### config.mk
export PLATFORM = sky130hd
export DESIGN_NAME = lsu_mem
export DESIGN_NICKNAME = d
export VERILOG_FILES = /design/src/rtl/lsu_pkg.sv /design/src/rtl/load_ext.sv /design/src/rtl/lsu_mem.sv
export SDC_FILE = /design/constraint.sdc
export NUM_CORES = 1
export LEC_CHECK = 0
export BUFFER_PORTS_ARGS = -buffer_cell sky130_fd_sc_hd__buf_2
export CAP_MARGIN = 20
export CORE_ASPECT_RATIO = 0.7
export CORE_MARGIN = 8
export CORE_UTILIZATION = 53
export CTS_CLUSTER_DIAMETER = 80
export DETAILED_ROUTE_END_ITERATION = 6
export PLACE_DENSITY = 0.95
export SYNTH_ARGS = -nofsm -noshare
export SYNTH_HDL_FRONTEND = slang
export SYNTH_SLANG_ARGS = --single-unit
### constraint.sdc
create_clock -name clk -period 3.07 [get_ports clk]
set_clock_uncertainty 0.2 [all_clocks]
set_input_delay 0.921 -clock clk [delete_from_list [all_inputs] [get_ports clk]]
set_output_delay 0.921 -clock clk [all_outputs]
set_load 0.01 [all_outputs]
### src/rtl/lsu_pkg.sv
// Shared definitions for the load/store unit: funct3 codes, FSM encoding,
// default bus timeout, and the store-side lane helpers.
// Package only: no ports.
package lsu_pkg;

  localparam logic [2:0] F3_B  = 3'b000;  // LB / SB
  localparam logic [2:0] F3_H  = 3'b001;  // LH / SH
  localparam logic [2:0] F3_W  = 3'b010;  // LW / SW
  localparam logic [2:0] F3_BU = 3'b100;  // LBU
  localparam logic [2:0] F3_HU = 3'b101;  // LHU

  localparam int TIMEOUT_DEFAULT = 255;

  typedef enum logic [1:0] {
    ST_IDLE = 2'd0,
    ST_REQ  = 2'd1,
    ST_RESP = 2'd2
  } state_t;

  // Legal encoding for the direction and naturally aligned for its size.
  function automatic logic access_ok(input logic we, input logic [2:0] funct3,
                                     input logic [1:0] off);
    logic ok;
    ok = 1'b0;
    case (funct3)
      F3_B:         ok = 1'b1;
      F3_H:         ok = (off[0] == 1'b0);
      F3_W:         ok = (off == 2'b00);
      F3_BU, F3_HU: ok = !we && ((funct3 == F3_BU) || (off[0] == 1'b0));
      default:      ok = 1'b0;
    endcase
    return ok;
  endfunction

  function automatic logic [3:0] store_strb(input logic [2:0] funct3,
                                            input logic [1:0] off);
    logic [3:0] s;
    s = 4'b0000;
    case (funct3)
      F3_B:    s = 4'b0001 << off;
      F3_H:    s = 4'b0011 << off;
      F3_W:    s = 4'b1111;
      default: s = 4'b0000;
    endcase
    return s;
  endfunction

  // Replicate the store operand across lanes so the strobes alone pick the bytes.
  function automatic logic [31:0] store_data(input logic [2:0] funct3,
                                             input logic [31:0] wdata);
    logic [31:0] d;
    d = wdata;
    case (funct3)
      F3_B:    d = {4{wdata[7:0]}};
      F3_H:    d = {2{wdata[15:0]}};
      default: d = wdata;
    endcase
    return d;
  endfunction

endpackage

### src/rtl/load_ext.sv
// Load extraction: picks the addressed byte/halfword from the read word and
// sign- or zero-extends it to 32 bits. Purely combinational, no backpressure.
// Ports: rdata (bus word), off (addr[1:0]), funct3 (size/sign) -> result.
module load_ext
  import lsu_pkg::*;
(
  input  logic [31:0] rdata,
  input  logic [1:0]  off,
  input  logic [2:0]  funct3,
  output logic [31:0] result
);

  logic [7:0]  byte_sel;
  logic [15:0] half_sel;

  always_comb begin
    byte_sel = 8'h00;
    half_sel = 16'h0000;
    result   = 32'h0000_0000;

    case (off)
      2'd0:    byte_sel = rdata[7:0];
      2'd1:    byte_sel = rdata[15:8];
      2'd2:    byte_sel = rdata[23:16];
      default: byte_sel = rdata[31:24];
    endcase
    half_sel = off[1] ? rdata[31:16] : rdata[15:0];

    case (funct3)
      F3_B:    result = {{24{byte_sel[7]}}, byte_sel};
      F3_H:    result = {{16{half_sel[15]}}, half_sel};
      F3_W:    result = rdata;
      F3_BU:   result = {24'h000000, byte_sel};
      F3_HU:   result = {16'h0000, half_sel};
      default: result = 32'h0000_0000;
    endcase
  end

endmodule

### src/rtl/lsu_mem.sv
// Load/store unit bridging one core access at a time onto a word-wide memory bus.
// Latency: accept at T, bus_req from T+1, resp_valid one cycle after bus_ack
// (minimum T+2); bad accesses respond at T+1. req_ready is low from accept to
// response; bus_req is held stable until bus_ack or TIMEOUT stalled cycles.
// Ports: req_* core request, resp_valid/resp_err/rdo completion,
//        bus_* memory side with same-cycle ack/rdata.
module lsu_mem
  import lsu_pkg::*;
#(
  parameter int TIMEOUT = TIMEOUT_DEFAULT
) (
  input  logic        clk,
  input  logic        rst,
  input  logic        req_valid,
  output logic        req_ready,
  input  logic        req_we,
  input  logic [2:0]  req_funct3,
  input  logic [31:0] req_addr,
  input  logic [31:0] req_wdata,
  output logic        resp_valid,
  output logic        resp_err,
  output logic [31:0] rdo,
  output logic        bus_req,
  output logic        bus_we,
  output logic [31:0] bus_addr,
  output logic [3:0]  bus_wstrb,
  output logic [31:0] bus_wdata,
  input  logic        bus_ack,
  input  logic [31:0] bus_rdata
);

  localparam int CW = $clog2(TIMEOUT + 1);

  state_t         state;
  logic [CW-1:0]  cnt;
  logic           we_q;
  logic [2:0]     f3_q;
  logic [1:0]     off_q;
  logic [31:0]    ld_res;

  // Extraction runs on the live bus word; the result is only registered on ack.
  load_ext u_load_ext (
    .rdata  (bus_rdata),
    .off    (off_q),
    .funct3 (f3_q),
    .result (ld_res)
  );

  always_ff @(posedge clk) begin
    if (rst) begin
      state      <= ST_IDLE;
      cnt        <= '0;
      req_ready  <= 1'b1;
      resp_valid <= 1'b0;
      resp_err   <= 1'b0;
      rdo        <= 32'h0;
      bus_req    <= 1'b0;
      bus_we     <= 1'b0;
      bus_addr   <= 32'h0;
      bus_wstrb  <= 4'h0;
      bus_wdata  <= 32'h0;
      we_q       <= 1'b0;
      f3_q       <= 3'b000;
      off_q      <= 2'b00;
    end else begin
      resp_valid <= 1'b0;
      case (state)
        ST_IDLE: begin
          if (req_valid && req_ready) begin
            req_ready <= 1'b0;
            we_q      <= req_we;
            f3_q      <= req_funct3;
            off_q     <= req_addr[1:0];
            if (access_ok(req_we, req_funct3, req_addr[1:0])) begin
              state     <= ST_REQ;
              cnt       <= '0;
              bus_req   <= 1'b1;
              bus_we    <= req_we;
              bus_addr  <= {req_addr[31:2], 2'b00};
              bus_wstrb <= req_we ? store_strb(req_funct3, req_addr[1:0]) : 4'b0000;
              bus_wdata <= req_we ? store_data(req_funct3, req_wdata) : 32'h0;
            end else begin
              // Rejected without touching the bus.
              state      <= ST_RESP;
              resp_valid <= 1'b1;
              resp_err   <= 1'b1;
              rdo        <= 32'h0;
            end
          end
        end
        ST_REQ: begin
          // Ack is tested first so a same-cycle ack beats the timeout.
          if (bus_ack) begin
            state      <= ST_RESP;
            bus_req    <= 1'b0;
            resp_valid <= 1'b1;
            resp_err   <= 1'b0;
            rdo        <= we_q ? 32'h0 : ld_res;
          end else if (cnt == CW'(TIMEOUT - 1)) begin
            state      <= ST_RESP;
            bus_req    <= 1'b0;
            resp_valid <= 1'b1;
            resp_err   <= 1'b1;
            rdo        <= 32'h0;
          end else begin
            cnt <= cnt + 1'b1;
          end
        end
        ST_RESP: begin
          state     <= ST_IDLE;
          req_ready <= 1'b1;
        end
        default: begin
          state     <= ST_IDLE;
          req_ready <= 1'b1;
          bus_req   <= 1'b0;
        end
      endcase
    end
  end

endmodule

; ---- Word-level counts from Yosys, hierarchy flattened
; Index checks and enable logic that the tools add are counted.
[classes]
order_cmp = 0
n_eq_ne = 19
n_mux = 44
div = 0
add_sub_neg = 1
n_reduce_logical = 18
bitwise = 3
shifts = 2
multipliers = 0
[op_table]
columns = op, n
row1 = 32-bit 2-to-1 mux, 6
row2 = 32-bit case mux with 5 select lines, 1
row3 = 32-bit case mux with 2 select lines, 2
row4 = 8-bit 2-to-1 mux, 4
row5 = 8-bit case mux with 3 select lines, 1
row6 = 1-bit 2-to-1 mux, 16
row7 = 16-bit 2-to-1 mux, 1
row8 = 8-bit case mux with 2 select lines, 1
row9 = 3-bit == test (second input constant), 4
row10 = 4-bit case mux with 3 select lines, 1
row11 = 2-bit != test (second input constant), 5
row12 = 8-bit by 1-bit adder with 8-bit output (second input constant), 1
row13 = 8-bit == test (second input constant), 1
row14 = 2-bit 2-to-1 mux, 4
row15 = 4-bit AND reduction, 2
row16 = 3-bit by 1-bit == test with 1-bit output (second input constant), 2
row17 = 3-bit by 2-bit == test with 1-bit output (second input constant), 2
row18 = 2-bit zero test, 3
row19 = 3-bit zero test, 2
row20 = 1-bit case mux with 2 select lines, 3
row21 = 2-bit AND reduction, 3
row22 = 5-bit AND reduction, 1
row23 = 2-bit by 1-bit == test with 1-bit output (second input constant), 2
row24 = 2-bit == test (second input constant), 2
row25 = 14 further kinds, 17
[word_totals]
word_cells = 101
mem_count = 0
mem_bits_ro = 0
input_bits = 104
regBits = 119
latchBits = 0
mem_bits_rw = 0

; ---- Depth between registers and ports, before layout
[logic_depth]
depth_word = 10
ltp_mapped = 10

; ---- By module
; Synthesis repeated with hierarchy kept, for this count alone.
[unflattened]
hier_cells = 645
area_unflattened_um2 = 5806.8
[modules_own_cells]
columns = mod, cells_per_inst, seq_area_each_um2, area_each_um2, instances
row1 = lsu_mem, 512, 2382.3, 4762.1, 1
row2 = load_ext, 133, 0.0, 1044.8, 1

; ---- Worst setup path before layout
; Ideal clock, no wire load.
[synth_timing]
kind = input to register
start = input req_funct3[1]
end = register bus_wdata[21]
arrival_time_ns = 2.059
cell_stages = 6
slack_ns = 0.679
cell_sequence = buf_4 > nor2_1 > buf_2 > mux2_2 > nand3_1 > a21oi_1
[synth_via]
elab_chain_cells = 8
word_cells_on_any_way = 15
classes_between = eq/ne (4) / mux (6) / reduce/logical (5)
[synth_rtl]
columns = element, line
row1 = from (decl), lsu_mem.sv:17  ; input logic [2:0] req_funct3,
row2 = 3-bit == test, "lsu_pkg.sv:25, lsu_pkg.sv:29"
row3 = 1-bit logical OR, lsu_pkg.sv:29  ; F3_BU, F3_HU: ok = !we && ((funct3 == F3_BU) || (off[0] == 1'b0));
row4 = 1-bit logical AND, lsu_pkg.sv:29
row5 = 1-bit case mux with 4 select lines, lsu_pkg.sv:25  ; case (funct3)
row6 = 1-bit 2-to-1 mux, lsu_mem.sv:69  ; if (req_valid && req_ready) begin
row7 = 1-bit 2-to-1 mux, lsu_mem.sv:67  ; case (state)
row8 = 1-bit 2-to-1 mux, lsu_mem.sv:50  ; if (rst) begin
row9 = 3-bit AND reduction (no line), --
row10 = to (signal assigned), lsu_mem.sv:81  ; bus_wdata <= req_we ? store_data(req_funct3, req_wdata) : 32'h0;
row11 = to (decl), lsu_mem.sv:27  ; output logic [31:0] bus_wdata,
; Parallel ways exist; a longest one is shown, timed or not. The select of a mux whose other input is x is not followed.
; A chain may end at the register's enable or synchronous reset.

; ---- Worst setup path after layout
[layout_timing]
start = register off_q[1]
end = register rdo[13]
[layout_via]
elab_chain_cells = 6
word_cells_on_any_way = 9
classes_between = eq/ne (2) / mux (6) / reduce/logical (1)
[layout_rtl]
columns = element, line
row1 = from (decl), lsu_mem.sv:38  ; logic [1:0] off_q;
row2 = from (signal assigned), lsu_mem.sv:73  ; off_q <= req_addr[1:0];
row3 = 2-bit == test (tied with other cells), load_ext.sv:21  ; case (off)
row4 = 8-bit case mux with 3 select lines, load_ext.sv:21
row5 = 32-bit case mux with 5 select lines (*), load_ext.sv:29  ; case (funct3)
row6 = 32-bit 2-to-1 mux (*), lsu_mem.sv:98  ; rdo <= we_q ? 32'h0 : ld_res;
row7 = 32-bit 2-to-1 mux (*), lsu_mem.sv:93  ; if (bus_ack) begin
row8 = 32-bit case mux with 2 select lines (*), lsu_mem.sv:67
row9 = to (signal assigned), lsu_mem.sv:98
row10 = to (decl), lsu_mem.sv:22  ; output logic [31:0] rdo,
; Mark *: on every way between the ends. The rest lies on a longest branch, timed or not.

==> impl_metrics.toml <==
[clock_network]
cts_tree = "done"
root_buffer = "clkbuf_16"
numCtsBuffers = 17
clk-insertion-delay-late_ps = 410
htree_levels = 4
post_cts_buffers = 0
cts.path.max_buffers = 2
post_cts_resized = 0
ctsHoldBuffers = 0
path_clk_slew_ps = 60
clock-sinks = 119

[grt]
grt_pass1_vias = 5260
grt_max_degree = 68
track_usage = 0.243
antenna_found_initial = 0
grt_pass1_wl_mm = 26.7
overflow = 0

[synth]
synthTopCellsByArea = "dfxtp_1, nand2_1, a21oi_1"
synth_area_leader_cell = "dfxtp_1"
synth_compound_gate_area_share = 0.212
postSynthCellCount = 598
synth_edf_count = 0
synthAdderAreaFrac = 0.00466
avgSynthCellArea_um2 = 8.98
ys_seq_elements = 119
yosys_warnings = 0
synth.area.mux_share = 0.101
async_flop_share = 0
synth.most_common_cell = "nand2_1"
synth.distinct_cells = 50
netlist_area_mm2 = 0.00537
synth_top_cell_area_share = 0.444
synth_xor_area_frac = 0.0114
synthTopCellsByCount = "nand2_1, dfxtp_1, a21oi_1"
yosys.area_share.simple = 0.167
synth_top_family_by_area = "compound AO/OA/AOI/OAI gates"
ys_seq_area_frac = 0.444
ys.flop_type = "dfxtp_1"

[power]
seq_power_share = 0.403
combPwrFrac = 0.142
clkPwrFrac = 0.455
internal-power_mw = 2.98
vdd_drop_max_mv = 0.431
total_power_mw = 4.07
swShare = 0.267
power_density_mw_per_mm2 = 584
leakage_nw = 2.95
p_sw_mw = 1.09

[routing]
dr.first_iter.drc_count = 435
viasPerCell = 5.75
dr.pass1.iters = 5
wl_per_cell_um = 18.2
drc = 0
vias = 5334
drt-total-wl_mm = 16.9
antenna_left = 0

[critical_path]
crit_path_start = "off_q[1]"
crit_chain = "mux4_2 -> nor4b_4 -> a221oi_1 -> o2bb2ai_1"
crit_path_start_kind = "flip-flop"
cp_data_arrival_time_ps = 2430
reg2reg_to = "rdo[13]"
critical_path_class = "flip-flop to flip-flop"
r2r_setup_slack_ps = 710
cp_max_fo = 11
r2r_start = "off_q[1]"
reg2reg_depth = 4
worst_path_largest_cell_delay_ps = 660
end_kind = "flip-flop"
slowest_stage = "dfxtp_1"
cp.required_ps = 3140
critPathCapture = "rdo[13]"

[sta]
tightest_slew_ps = 677
period_needed_ps = 2360
slew_violations = 0
max_freq_mhz = 424
setup-violations-final = 0
period_share = 0.769
hold_ws_ps = 248
hold_viol = 0
setup_tns_ps = 0
rsz0062_at_grt = "false"
layout_setup_ws_ps = 710
relSlewSlack = 0.548

[placement]
dp.cells = 895
io_buffers = 206
dp_hpwl_mm = 12.0
place_area_mm2 = 0.00640
place_congestion = 0.936
pre_cts_slack_ps = 427

[finish]
drive_gt1_frac = 0.360
final_cells = 927
n_antenna_cell = 0
fin_nets = 892
fin_util = 0.714
syn_to_final_growth_pct = 29.7
finalInstanceArea_mm2 = 0.00696

[min_path]
min_path_type = "flip-flop to flip-flop"

[floorplanning]
pin_count = 209
dieArea_mm2 = 0.0137
rows = 30
initial_utilization = 0.550
die_w_um = 136
core_area_mm2 = 0.00976
die_h_um = 100

[run_status]
status = "finished, final reports clean"

[flow_run]
max_cap_violations = 0
==> cell families (layout without fill, tap and decap cells) <==
group,after synthesis,in the layout
and+or+nand+nor,202,202
AOI/OAI and AO/OA,169,169
DFF,119,119
buffers and inverters,56,256
muxes,42,42
xor gates and xnor gates,7,7
adders and majority gates,2,2
other,1,2
==> state kept, by name, indices dropped and copies added (netlist names) <==
register    cells
f3_q            3
rdo            32
state           2
bus_wdata      32
bus_we          1
cnt             8
bus_wstrb       4
resp_err        1
resp_valid      1
bus_addr       30
off_q           2
req_ready       1
bus_req         1
we_q            1
==> layout by cell type, fill, tap and decap left out, types with 5 or more instances in the layout <==
cell / Yosys / routed
buf_4: 11 / 11
mux2i_1: 17 / 17
nand2_1: 122 / 122
nand3_1: 29 / 29
mux4_2: 8 / 8
nor2_1: 26 / 26
o2bb2ai_1: 32 / 32
nand2b_1: 5 / 5
o21ai_0: 6 / 6
mux2_2: 17 / 17
a21oi_1: 90 / 90
buf_2: 13 / 206
a221oi_1: 17 / 17
clkbuf_16: 0 / 17
o2111ai_1: 8 / 8
clkinvlp_4: 0 / 6
dfxtp_1: 119 / 119
xor2_1: 5 / 5
==> worst min-delay path by stage <==
stage | startpoint | to | slack [ps] | cells past startpoint
after detailed placement | bus_wdata[16] | bus_wdata[16] | 240 | 2
after floorplan | we_q | we_q | 240 | 2
after CTS | bus_wdata[16] | bus_wdata[16] | 250 | 2
after global routing | bus_wstrb[3] | bus_wstrb[3] | 260 | 2
after global placement | bus_wdata[19] | bus_wdata[19] | 240 | 2
final | bus_wdata[16] | bus_wdata[16] | 250 | 2
==> power groups by stage <==
stage | sequential (mW) | clock [mW] | combinational, mW
5_1_grt | 1.65 | 1.94 | 0.622
6_report | 1.64 | 1.85 | 0.576
3_5_place_dp | 1.67 | 0 | 0.556
3_3_place_gp | 1.67 | 0 | 0.548
2_1_floorplan | 1.68 | 0 | 0.358
4_1_cts | 1.64 | 1.87 | 0.566
==> layer usage <==
metal,share of wire,vias up,wire (um),GRT usage
met5,0,-,0,0
met4,0.036,0,603,0.128
met3,0.094,58,1590,0.0873
met2,0.47,290,7930,0.372
met1,0.40,2457,6790,0.295
li1,-,2529,-,-
==> layout make-up <==
type | count | area (um2)
Fill cell | 717 | 2800
Inverter | 4 | 15.0
Clock buffer | 20 | 457
Clock inverter | 12 | 104
Multi-Input combinational cell | 424 | 2670
Timing Repair Buffer | 220 | 1170
Tap cell | 128 | 160
Sequential cell | 119 | 2380
==> critical path, delay by kind of cell (launching register included) <==
kind / cells / cell delay [ps]
AOI/OAI and AO/OA: 2 / 580
DFF: 1 / 660
muxes: 1 / 600
and+or+nand+nor: 1 / 180
No activity file was read; power rests on OpenSTA's default activity.
